**config.mk**
```make
export PLATFORM = sky130hd
export DESIGN_NAME = sprite_blitter
export DESIGN_NICKNAME = d
export VERILOG_FILES = /design/src/rtl/chip8_pkg.sv /design/src/rtl/sprite_row_shift.sv /design/src/rtl/sprite_blitter.sv
export SDC_FILE = /design/constraint.sdc
export NUM_CORES = 1
export LEC_CHECK = 0
export CAP_MARGIN = 0
export CELL_PAD_IN_SITES_DETAIL_PLACEMENT = 0
export CELL_PAD_IN_SITES_GLOBAL_PLACEMENT = 1
export CORE_ASPECT_RATIO = 1.1
export CORE_UTILIZATION = 28
export DETAILED_ROUTE_END_ITERATION = 8
export HOLD_SLACK_MARGIN = 0.03
export PLACE_DENSITY_LB_ADDON = 0.3
export SYNTH_ARGS = -nofsm -noshare
export SYNTH_HDL_FRONTEND = slang
export SYNTH_SLANG_ARGS = --single-unit
```
**constraint.sdc**
```tcl
create_clock -name clk -period 2.9 [get_ports clk]
set_input_delay 0.58 -clock clk [delete_from_list [all_inputs] [get_ports clk]]
set_output_delay 0.58 -clock clk [all_outputs]
set_load 0.02 [all_outputs]
```
**src/rtl/chip8_pkg.sv**
```systemverilog
// Shared definitions for the sprite blitter: FSM state encoding, default
// display geometry, the font base address and the row-count rule.
package chip8_pkg;

  typedef enum logic [2:0] {
    IDLE     = 3'd0,
    FETCH_HI = 3'd1,
    FETCH_LO = 3'd2,
    FB_READ  = 3'd3,
    FB_WRITE = 3'd4,
    DONE     = 3'd5
  } blit_state_e;

  localparam int DISP_W_DEF = 64;
  localparam int DISP_H_DEF = 32;

  localparam logic [11:0] FONT_BASE_ADDR = 12'd80;

  // n=0 means a full 16-row sprite on the wide variant and an empty draw otherwise
  function automatic logic [4:0] row_count(input logic [3:0] n, input int sprite_w);
    if (n != 4'd0) begin
      return {1'b0, n};
    end else if (sprite_w == 16) begin
      return 5'd16;
    end else begin
      return 5'd0;
    end
  endfunction

endpackage

```
**src/rtl/sprite_row_shift.sv**
```systemverilog
// Places one sprite row on a display row: sprite MSB lands on column x, and
// column 0 is the MSB of the display word. Overflowing columns either wrap
// around to column 0 onward or are dropped when clip_i is set.
module sprite_row_shift
  import chip8_pkg::*;
#(
  parameter int DISP_W   = DISP_W_DEF,
  parameter int SPRITE_W = 8
) (
  input  logic [SPRITE_W-1:0]       sprite_i,
  input  logic [$clog2(DISP_W)-1:0] x_i,
  input  logic                      clip_i,
  output logic [DISP_W-1:0]         row_o
);

  logic [DISP_W-1:0] left_aligned;

  assign left_aligned = {sprite_i, {(DISP_W-SPRITE_W){1'b0}}};

  // Logical shift drops overflow columns; the doubled word turns the same shift into a rotate
  always_comb begin
    if (clip_i) begin
      row_o = left_aligned >> x_i;
    end else begin
      row_o = DISP_W'({left_aligned, left_aligned} >> x_i);
    end
  end

endmodule

```
**src/rtl/sprite_blitter.sv**
```systemverilog
// XOR sprite blitter. Fetches each sprite row from RAM, reads the target
// framebuffer row, writes back fb XOR sprite and accumulates the collision
// flag. Edge clipping is only built when SPRITE_BLIT_CLIP_EN is defined;
// otherwise clip_mode is ignored and every draw wraps.
//
// state    | meaning
// IDLE     | waiting for start, latches draw parameters
// FETCH_HI | read first sprite byte of row r (or skip/finish)
// FETCH_LO | read second byte of a 16-wide row
// FB_READ  | capture last sprite byte, read framebuffer row
// FB_WRITE | write fb XOR sprite, update collision, advance row
// DONE     | one-cycle completion pulse
module sprite_blitter
  import chip8_pkg::*;
#(
  parameter int DISP_W   = DISP_W_DEF,
  parameter int DISP_H   = DISP_H_DEF,
  parameter int SPRITE_W = 8
) (
  input  logic                      clk,
  input  logic                      rst_n,
  input  logic                      start,
  input  logic [7:0]                x,
  input  logic [7:0]                y,
  input  logic [3:0]                n,
  input  logic [11:0]               base_addr,
  input  logic                      clip_mode,
  output logic                      busy,
  output logic                      done,
  output logic                      collision,
  output logic                      mem_rd,
  output logic [11:0]               mem_addr,
  input  logic [7:0]                mem_rdata,
  output logic [$clog2(DISP_H)-1:0] fb_row,
  output logic                      fb_rd,
  input  logic [DISP_W-1:0]         fb_rdata,
  output logic                      fb_wr,
  output logic [DISP_W-1:0]         fb_wdata
);

  localparam int COL_W = $clog2(DISP_W);
  localparam int ROW_W = $clog2(DISP_H);
  localparam int BYTES = SPRITE_W / 8;

  blit_state_e         state_q, state_d;
  logic [COL_W-1:0]    x_q, x_d;
  logic [ROW_W-1:0]    y_q, y_d;
  logic [3:0]          r_q, r_d;
  logic [4:0]          rows_q, rows_d;
  logic [11:0]         base_q, base_d;
  logic [SPRITE_W-1:0] spr_q, spr_d;
  logic                coll_q, coll_d;
  logic                clip_eff;

  logic                mem_rd_s, fb_rd_s, fb_wr_s;
  logic [ROW_W:0]      row_sum;
  logic                row_skip;
  logic                row_last;
  logic [11:0]         row_addr;
  logic [DISP_W-1:0]   spr_row;

  // Only the low bits of x/y matter since both are taken modulo the display size
  logic unused_xy;
  assign unused_xy = ^{x[7:COL_W], y[7:ROW_W]};

`ifdef SPRITE_BLIT_CLIP_EN
  logic clip_q, clip_d;
  assign clip_eff = clip_q;
`else
  logic unused_clip;
  assign unused_clip = clip_mode;
  assign clip_eff    = 1'b0;
`endif

  assign row_sum  = {1'b0, y_q} + (ROW_W+1)'(r_q);
  assign row_skip = clip_eff & row_sum[ROW_W];
  assign row_last = ({1'b0, r_q} + 5'd1) >= rows_q;
  assign row_addr = base_q + 12'(r_q) * 12'(BYTES) + 12'(state_q == FETCH_LO);

  sprite_row_shift #(
    .DISP_W  (DISP_W),
    .SPRITE_W(SPRITE_W)
  ) u_row_shift (
    .sprite_i(spr_q),
    .x_i     (x_q),
    .clip_i  (clip_eff),
    .row_o   (spr_row)
  );

  // Next-state, datapath updates and one-cycle strobes
  always_comb begin
    state_d  = state_q;
    x_d      = x_q;
    y_d      = y_q;
    r_d      = r_q;
    rows_d   = rows_q;
    base_d   = base_q;
    spr_d    = spr_q;
    coll_d   = coll_q;
`ifdef SPRITE_BLIT_CLIP_EN
    clip_d   = clip_q;
`endif
    mem_rd_s = 1'b0;
    fb_rd_s  = 1'b0;
    fb_wr_s  = 1'b0;

    case (state_q)
      IDLE: begin
        if (start) begin
          x_d     = x[COL_W-1:0];
          y_d     = y[ROW_W-1:0];
          rows_d  = row_count(n, SPRITE_W);
          base_d  = base_addr;
          r_d     = 4'd0;
          coll_d  = 1'b0;
`ifdef SPRITE_BLIT_CLIP_EN
          clip_d  = clip_mode;
`endif
          state_d = FETCH_HI;
        end
      end

      FETCH_HI: begin
        if (rows_q == 5'd0) begin
          state_d = DONE;
        end else if (row_skip) begin
          if (row_last) begin
            state_d = DONE;
          end else begin
            r_d     = r_q + 4'd1;
            state_d = FETCH_HI;
          end
        end else begin
          mem_rd_s = 1'b1;
          state_d  = (SPRITE_W == 16) ? FETCH_LO : FB_READ;
        end
      end

      FETCH_LO: begin
        mem_rd_s = 1'b1;
        spr_d    = SPRITE_W'({spr_q, mem_rdata});
        state_d  = FB_READ;
      end

      FB_READ: begin
        fb_rd_s = 1'b1;
        spr_d   = SPRITE_W'({spr_q, mem_rdata});
        state_d = FB_WRITE;
      end

      FB_WRITE: begin
        fb_wr_s = 1'b1;
        coll_d  = coll_q | (|(fb_rdata & spr_row));
        if (row_last) begin
          state_d = DONE;
        end else begin
          r_d     = r_q + 4'd1;
          state_d = FETCH_HI;
        end
      end

      DONE: begin
        state_d = IDLE;
      end

      default: begin
        state_d = IDLE;
      end
    endcase
  end

  // State and datapath registers; reset abandons any draw in flight
  always_ff @(posedge clk or negedge rst_n) begin
    if (!rst_n) begin
      state_q <= IDLE;
      x_q     <= '0;
      y_q     <= '0;
      r_q     <= '0;
      rows_q  <= '0;
      base_q  <= '0;
      spr_q   <= '0;
      coll_q  <= 1'b0;
`ifdef SPRITE_BLIT_CLIP_EN
      clip_q  <= 1'b0;
`endif
    end else begin
      state_q <= state_d;
      x_q     <= x_d;
      y_q     <= y_d;
      r_q     <= r_d;
      rows_q  <= rows_d;
      base_q  <= base_d;
      spr_q   <= spr_d;
      coll_q  <= coll_d;
`ifdef SPRITE_BLIT_CLIP_EN
      clip_q  <= clip_d;
`endif
    end
  end

  assign busy      = (state_q != IDLE) && (state_q != DONE);
  assign done      = (state_q == DONE);
  assign collision = coll_q;
  assign mem_rd    = mem_rd_s;
  assign mem_addr  = mem_rd_s ? row_addr : '0;
  assign fb_rd     = fb_rd_s;
  assign fb_wr     = fb_wr_s;
  assign fb_row    = (fb_rd_s | fb_wr_s) ? row_sum[ROW_W-1:0] : '0;
  assign fb_wdata  = fb_wr_s ? (fb_rdata ^ spr_row) : '0;

endmodule

```
# ---- Word level (Yosys, flattened, before mapping)
# Index checks and enable logic that the tools add are counted.
dict set report word_totals {
  elab_cells 55
  input_bits 108
  reg_bits 44
  out_inout_bits 87
}
dict set report op_classes {
  addsub 5
  mux 17
  shifts 1
  bitwise 4
  order_cmp 1
  n_eq_ne 8
  reduce_logical 11
}
# operator n
set op_table {}
lappend op_table {{right shift 128 x 6 -> 64 bit} 1}
lappend op_table {{bitwise AND 64 bit} 1}
lappend op_table {{two-way mux 64 bit} 1}
lappend op_table {{OR reduction 64 bit} 1}
lappend op_table {{XOR 64 bit} 1}
lappend op_table {{case mux 3 bit (5 select lines)} 1}
lappend op_table {{adder 12 x 1 -> 12 bit} 1}
lappend op_table {{adder 12 x 4 -> 12 bit} 1}
lappend op_table {{two-way mux 12 bit} 1}
lappend op_table {{two-way mux 4 bit} 3}
lappend op_table {{two-way mux 3 bit} 3}
lappend op_table {{case mux 4 bit (2 select lines)} 1}
lappend op_table {{== test 3 x 2 -> 1 bit (second input constant)} 2}
lappend op_table {{== test 3 bit (second input constant)} 2}
lappend op_table {{adder 4 x 1 -> 5 bit (second input constant)} 1}
lappend op_table {{adder 5 x 4 -> 5 bit} 1}
lappend op_table {{>= comparator 5 bit} 1}
lappend op_table {{zero test 5 bit} 1}
lappend op_table {{two-way mux 5 bit} 1}
lappend op_table {{adder 4 x 1 -> 4 bit (second input constant)} 1}
lappend op_table {{two-way mux 1 bit} 4}
lappend op_table {{!= test 2 bit (second input constant)} 2}
lappend op_table {{case mux 1 bit (2 select lines)} 2}
lappend op_table {{AND reduction 2 bit} 2}
lappend op_table {{other kinds (10)} 11}

# ---- Longest topological paths before layout
dict set report depth {
  word_depth 5
  mapped_depth 12
}

# ---- Modules after synthesis
# A second synthesis with hierarchy kept.
dict set report hier_totals {
  hier_cells 595
  area_unflattened_um2 4917.2
}
# mod cells_each n_inst area_each_um2
set by_module_without_submodules {}
lappend by_module_without_submodules {sprite_blitter 423 1 3753.6}
lappend by_module_without_submodules {sprite_row_shift 172 1 1163.6}

# ---- Worst setup path before layout
# Ideal clock, no wire load.
dict set report synth_path {
  path_type {flip-flop to output port}
  from {register state_q[1]}
  to {output port mem_addr[10]}
  t_arrival_ns 2.437
  path_slack_ns -0.117
  path_buffers 1
  t_required_ns 2.320
  path_stages_with_launch 12
  path_cell_list {dfrtp_1 nor2b_1 buf_2 and2b_1 fa_1 inv_1 fa_1 nor2b_1 o21ai_0 a21boi_0 xnor2_1 nor2_1}
}
dict set report synth_between {
  elab_chain_cells 3
}
# item line
set synth_rtl {}
lappend synth_rtl {{from (decl)} sprite_blitter.sv:45} ;# blit_state_e state_q, state_d;
lappend synth_rtl {{from (signal assigned)} sprite_blitter.sv:187} ;# state_q <= state_d;
lappend synth_rtl {{== test 3 x 2 -> 1 bit or == test 3 x 1 -> 1 bit (tied branches)} {sprite_blitter.sv:78, sprite_blitter.sv:107}}
lappend synth_rtl {{adder 12 x 1 -> 12 bit or case mux 1 bit (2 select lines) (tied branches)} {sprite_blitter.sv:78, sprite_blitter.sv:107}}
lappend synth_rtl {{two-way mux 12 bit *} sprite_blitter.sv:205} ;# assign mem_addr = mem_rd_s ? row_addr : '0;
lappend synth_rtl {{to (decl)} sprite_blitter.sv:32} ;# output logic [11:0] mem_addr,
# Mark *: on every way between the ends. The rest lies on a longest branch, timed or not.

# ---- Worst setup path after layout
dict set report layout_path {
  from {register x_q[1]}
  to {output port fb_wdata[39]}
}
dict set report layout_between {
  elab_chain_cells 3
}
# item line
set layout_rtl {}
lappend layout_rtl {{from (decl)} sprite_blitter.sv:46} ;# logic [COL_W-1:0] x_q, x_d;
lappend layout_rtl {{from (signal assigned)} sprite_blitter.sv:176} ;# x_q <= '0;
lappend layout_rtl {{from (signal assigned)} sprite_blitter.sv:188} ;# x_q <= x_d;
lappend layout_rtl {{right shift 128 x 6 -> 64 bit} sprite_row_shift.sv:25} ;# row_o = DISP_W'({left_aligned, left_aligned} >> x_i);
lappend layout_rtl {{XOR 64 bit} sprite_blitter.sv:209} ;# assign fb_wdata = fb_wr_s ? (fb_rdata ^ spr_row) : '0;
lappend layout_rtl {{two-way mux 64 bit} sprite_blitter.sv:209}
lappend layout_rtl {{to (decl)} sprite_blitter.sv:38} ;# output logic [DISP_W-1:0] fb_wdata
# No other way between the ends.

==> impl_table.tex <==
\begin{tabular}{lr}
\hline
Metric & Value \\
\hline
\multicolumn{2}{l}{\textbf{Drt}} \\
\quad Total wirelength of the detailed-routed design & 16.8 mm \\
\quad Vias & 4,776 \\
\quad Iteration-0 DRC Markers & 153 \\
\quad Via density per instance & 4.85 \\
\quad DRC violation count after routing & 0 \\
\quad Remaining antenna violation count & 0 \\
\quad DRT Pass-1 Iters & 4 \\
\quad Avg WL per Cell & 17.0 um \\
\multicolumn{2}{l}{\textbf{Finish}} \\
\quad Diodes inserted & 0 \\
\quad Utilization after layout & 49.2\% \\
\quad Share of layout cells above drive strength 1 & 37.1\% \\
\quad Layout overhead on the synthesized area & 70.7\% \\
\quad Final net count & 971 \\
\quad Number of inserted filler cells in the final layout & 1,551 \\
\quad Non-filler cells, final & 985 \\
\multicolumn{2}{l}{\textbf{Setup path}} \\
\quad R2R Path Start & x\_q[1] \\
\quad Critical path peak fanout & 8 \\
\quad Crit path required time & 2.32 ns \\
\quad Critical R2R Capture & collision \\
\quad Worst setup path startpoint & x\_q[1] \\
\quad Flop-to-flop setup slack & -0.07 ns \\
\quad Critical path capture point type & output pin \\
\quad Critical path startpoint category & register \\
\quad Type of the worst setup path & register to output pin \\
\quad R2r worst-path depth & 12 \\
\quad WP data arrival & 2.47 ns \\
\multicolumn{2}{l}{\textbf{Synth}} \\
\quad Share of synthesized area occupied by flip-flops and latches & 23.6\% \\
\quad Yosys cell types & 47 \\
\quad Area share of the largest cell type after synthesis & 23.6\% \\
\quad EDFF count, synth & 0 \\
\quad Share of flip-flops with an asynchronous set or reset after synthesis & 100\% \\
\quad Gate count after technology mapping & 555 \\
\quad Yosys warning count & 0 \\
\quad Most frequently used cell type in the post-synthesis netlist & sky130\_fd\_sc\_hd\_\_nand2\_1 \\
\quad Number of synthesized register bits & 43 \\
\quad Leading post-synthesis cells by instance count & 88 x sky130\_fd\_sc\_hd\_\_nand2\_1, 76 x sky130\_fd\_sc\_hd\_\_ha\_1, 67 x sky130\_fd\_sc\_hd\_\_and2\_1 \\
\quad Cell accounting for the most synthesized area & sky130\_fd\_sc\_hd\_\_dfrtp\_1 \\
\quad Most common flop cell mapped by yosys & sky130\_fd\_sc\_hd\_\_dfrtp\_1 \\
\quad Synth top area cells & sky130\_fd\_sc\_hd\_\_dfrtp\_1 24\%, sky130\_fd\_sc\_hd\_\_ha\_1 21\%, sky130\_fd\_sc\_hd\_\_and2\_1 9.2\% \\
\quad Netlist area before placement & 4550 um2 \\
\quad Post-synthesis average cell area & 8.21 um2 \\
\quad Synthesized Nets & 742 \\
\multicolumn{2}{l}{\textbf{Place}} \\
\quad Dpl cells & 960 \\
\quad Total of buffers placed on input and output ports & 188 \\
\quad Detailed placement HPWL & 13.0 mm \\
\quad Weighted congestion reported at the end of routability-driven placement & 0.934 \\
\multicolumn{2}{l}{\textbf{Timing}} \\
\quad Peak Freq & 328 MHz \\
\quad Clock Skew & 0.00437 ns \\
\quad Setup TNS & -3.47 ns \\
\quad Final worst path period share & 105\% \\
\quad Worst slew margin & 32.7\% \\
\quad Time the worst path needs with I/O delays and setup & 3.05 ns \\
\quad Setup repair after global routing missed its margin & yes \\
\quad Post-route worst setup slack & -0.147 ns \\
\quad Transition time at the pin with the least slew margin & 1.01 ns \\
\quad Final-report hold violation count & 0 \\
\quad Smallest hold slack & 0.459 ns \\
\quad Final count of pins violating max slew & 0 \\
\quad Setup-violating endpoint count in the final report & 58 \\
\multicolumn{2}{l}{\textbf{Clock network}} \\
\quad Number of clock sinks seen by CTS & 43 \\
\quad Htree depth & 2 \\
\quad Clock tree from TritonCTS & done \\
\quad Clock slew seen by the registers of the worst setup and hold paths & 0.07 ns \\
\quad Clock root cell & sky130\_fd\_sc\_hd\_\_clkbuf\_16 \\
\quad CTS max path bufs & 2 \\
\quad CTS buffer count & 5 \\
\quad Skew-Pair Late Insertion Delay & 0.29 ns \\
\quad Post-cts hold buffer count & 0 \\
\multicolumn{2}{l}{\textbf{Floorplanning}} \\
\quad Site Rows & 48 \\
\quad Initial cell density of the core & 28.8\% \\
\quad Total core area & 15,800 um2 \\
\quad Y dimension of the die & 136 um \\
\quad IO Pins & 195 \\
\quad Horizontal die dimension & 124 um \\
\quad Die area & 16,800 um2 \\
\multicolumn{2}{l}{\textbf{Power and ir drop}} \\
\quad Peak ir drop on the vdd network & 0.456 mV \\
\quad Static power due to leakage & 3.64 nW \\
\quad P per Cell Area & 961 nW/um2 \\
\quad Pwr Total & 0.00747 W \\
\multicolumn{2}{l}{\textbf{Global route}} \\
\quad Global-route total usage across every layer & 19.8\% \\
\quad Vias in the first global route & 4,899 \\
\quad First-pass GRT wire length & 25.7 mm \\
\quad Antenna violations before repair & 1 \\
\quad Maximum number of pins on one net before global-route repair & 67 \\
\quad Grt ovf & 0 \\
\multicolumn{2}{l}{\textbf{Status}} \\
\quad Outcome & finished with violations \\
\quad Violations in the final reports & negative setup slack \\
\multicolumn{2}{l}{\textbf{Run}} \\
\quad Number of violations of the max-capacitance limit & 0 \\
\multicolumn{2}{l}{\textbf{Min path}} \\
\quad Class of the most critical hold timing path & input pin to asynchronous set/reset pin \\
\hline
\end{tabular}
cell families (layout without fill, tap and decap cells):
group / Yosys count / in the layout / synth area share (%)
flip-flops: 43 / 43 / 23.6
buffers and inverters: 46 / 276 / 4.53
AO/OA/AOI/OAI: 60 / 60 / 8.19
AND/OR/NAND/NOR: 279 / 279 / 30.7
multiplexers: 34 / 34 / 7.99
adder cells (fa/ha/maj): 80 / 80 / 22.4
XOR/XNOR: 13 / 13 / 2.50
cells in the final DEF, fill, tap and decap left out, drive strengths merged, types with 2 or more instances in the layout:
master	count
xor2	7
a211oi	2
inv	12
nand4	5
buf	143
and2	67
dfrtp	43
fa	3
nor3	5
nor2	54
nand3	10
xnor2	6
or3	2
clkdlybuf4s50	107
dlygate4sd2	2
nand2b	9
a21boi	2
a21oi	7
a21o	3
ha	76
o21ai	12
o22ai	27
nor3b	2
dlymetal6s2s	2
mux2i	18
mux2	16
nand2	88
clkinv	3
nand3b	3
nor2b	7
clkbuf	7
nor4	17
or2	6
worst max-delay path: stages (launching register included):
cell	delay (ns)
sky130_fd_sc_hd__dfrtp_2	0.51
sky130_fd_sc_hd__buf_6	0.17
sky130_fd_sc_hd__or4b_4	0.51
sky130_fd_sc_hd__mux2_4	0.33
sky130_fd_sc_hd__nor2_1	0.14
sky130_fd_sc_hd__ha_1	0.23
sky130_fd_sc_hd__and2_1	0.13
sky130_fd_sc_hd__buf_2	0.15
layout make-up:
cell class / count / area [um2] / share of cell area [%]
clock buffer: 5 / 125 / 1.61
inverter: 12 / 45.0 / 0.580
timing repair buffer: 256 / 2350 / 30.2
sequential: 43 / 1080 / 13.9
multi-input combinational: 466 / 3910 / 50.4
clock inverter: 3 / 15.0 / 0.193
tap: 200 / 250 / 3.22
metrics by stage:
| step | worst slack, ns | cell area (um2) |
|---|---|---|
| 2_1_floorplan | 0.0154 | 4560 |
| 3_3_place_gp | -0.356 | 6940 |
| 3_5_place_dp | -0.320 | 6940 |
| 4_1_cts | -0.136 | 7420 |
| 5_1_grt | -0.268 | 7770 |
| 6_report | -0.147 | 7770 |
state kept, by name, summed over array words and instances (netlist names):
name and cells:
r_q 4, x_q 6, base_q 12, spr_q 8, state_q 3, rows_q 4, y_q 5, collision 1
worst max path at each step:
stage / end / slack [ns] / depth (start not counted)
global placement: mem_addr[7] / -0.36 / 10
detailed placement: mem_addr[7] / -0.32 / 10
finish: fb_wdata[39] / -0.15 / 7
global route: fb_wdata[62] / -0.27 / 9
floorplan: mem_addr[10] / 0.02 / 11
CTS: fb_wdata[39] / -0.14 / 7
power by group:
part / switching (W) / internal, W
logic: 0.00303 / 0.00271
registers: 0.000297 / 0.000873
clock network: 0.000241 / 0.000315
per-layer routing:
layer / vias to the layer above / track usage [%] / share of wire [%]
met4: 0 / 4.69 / 1.7
li1: 2371 / - / -
met1: 2217 / 22.2 / 39
met5: - / 0 / 0
met2: 172 / 37.8 / 52
met3: 16 / 3.37 / 6.6
timing repair:
item / 4_1_cts / 5_1_grt
pin swaps: 30 / 26
endpoints found under the setup margin: 79 / 81
setup buffers: 12 / 8
resized for setup: 458 / 90
Note: power is estimated with default switching activity, not from simulation.
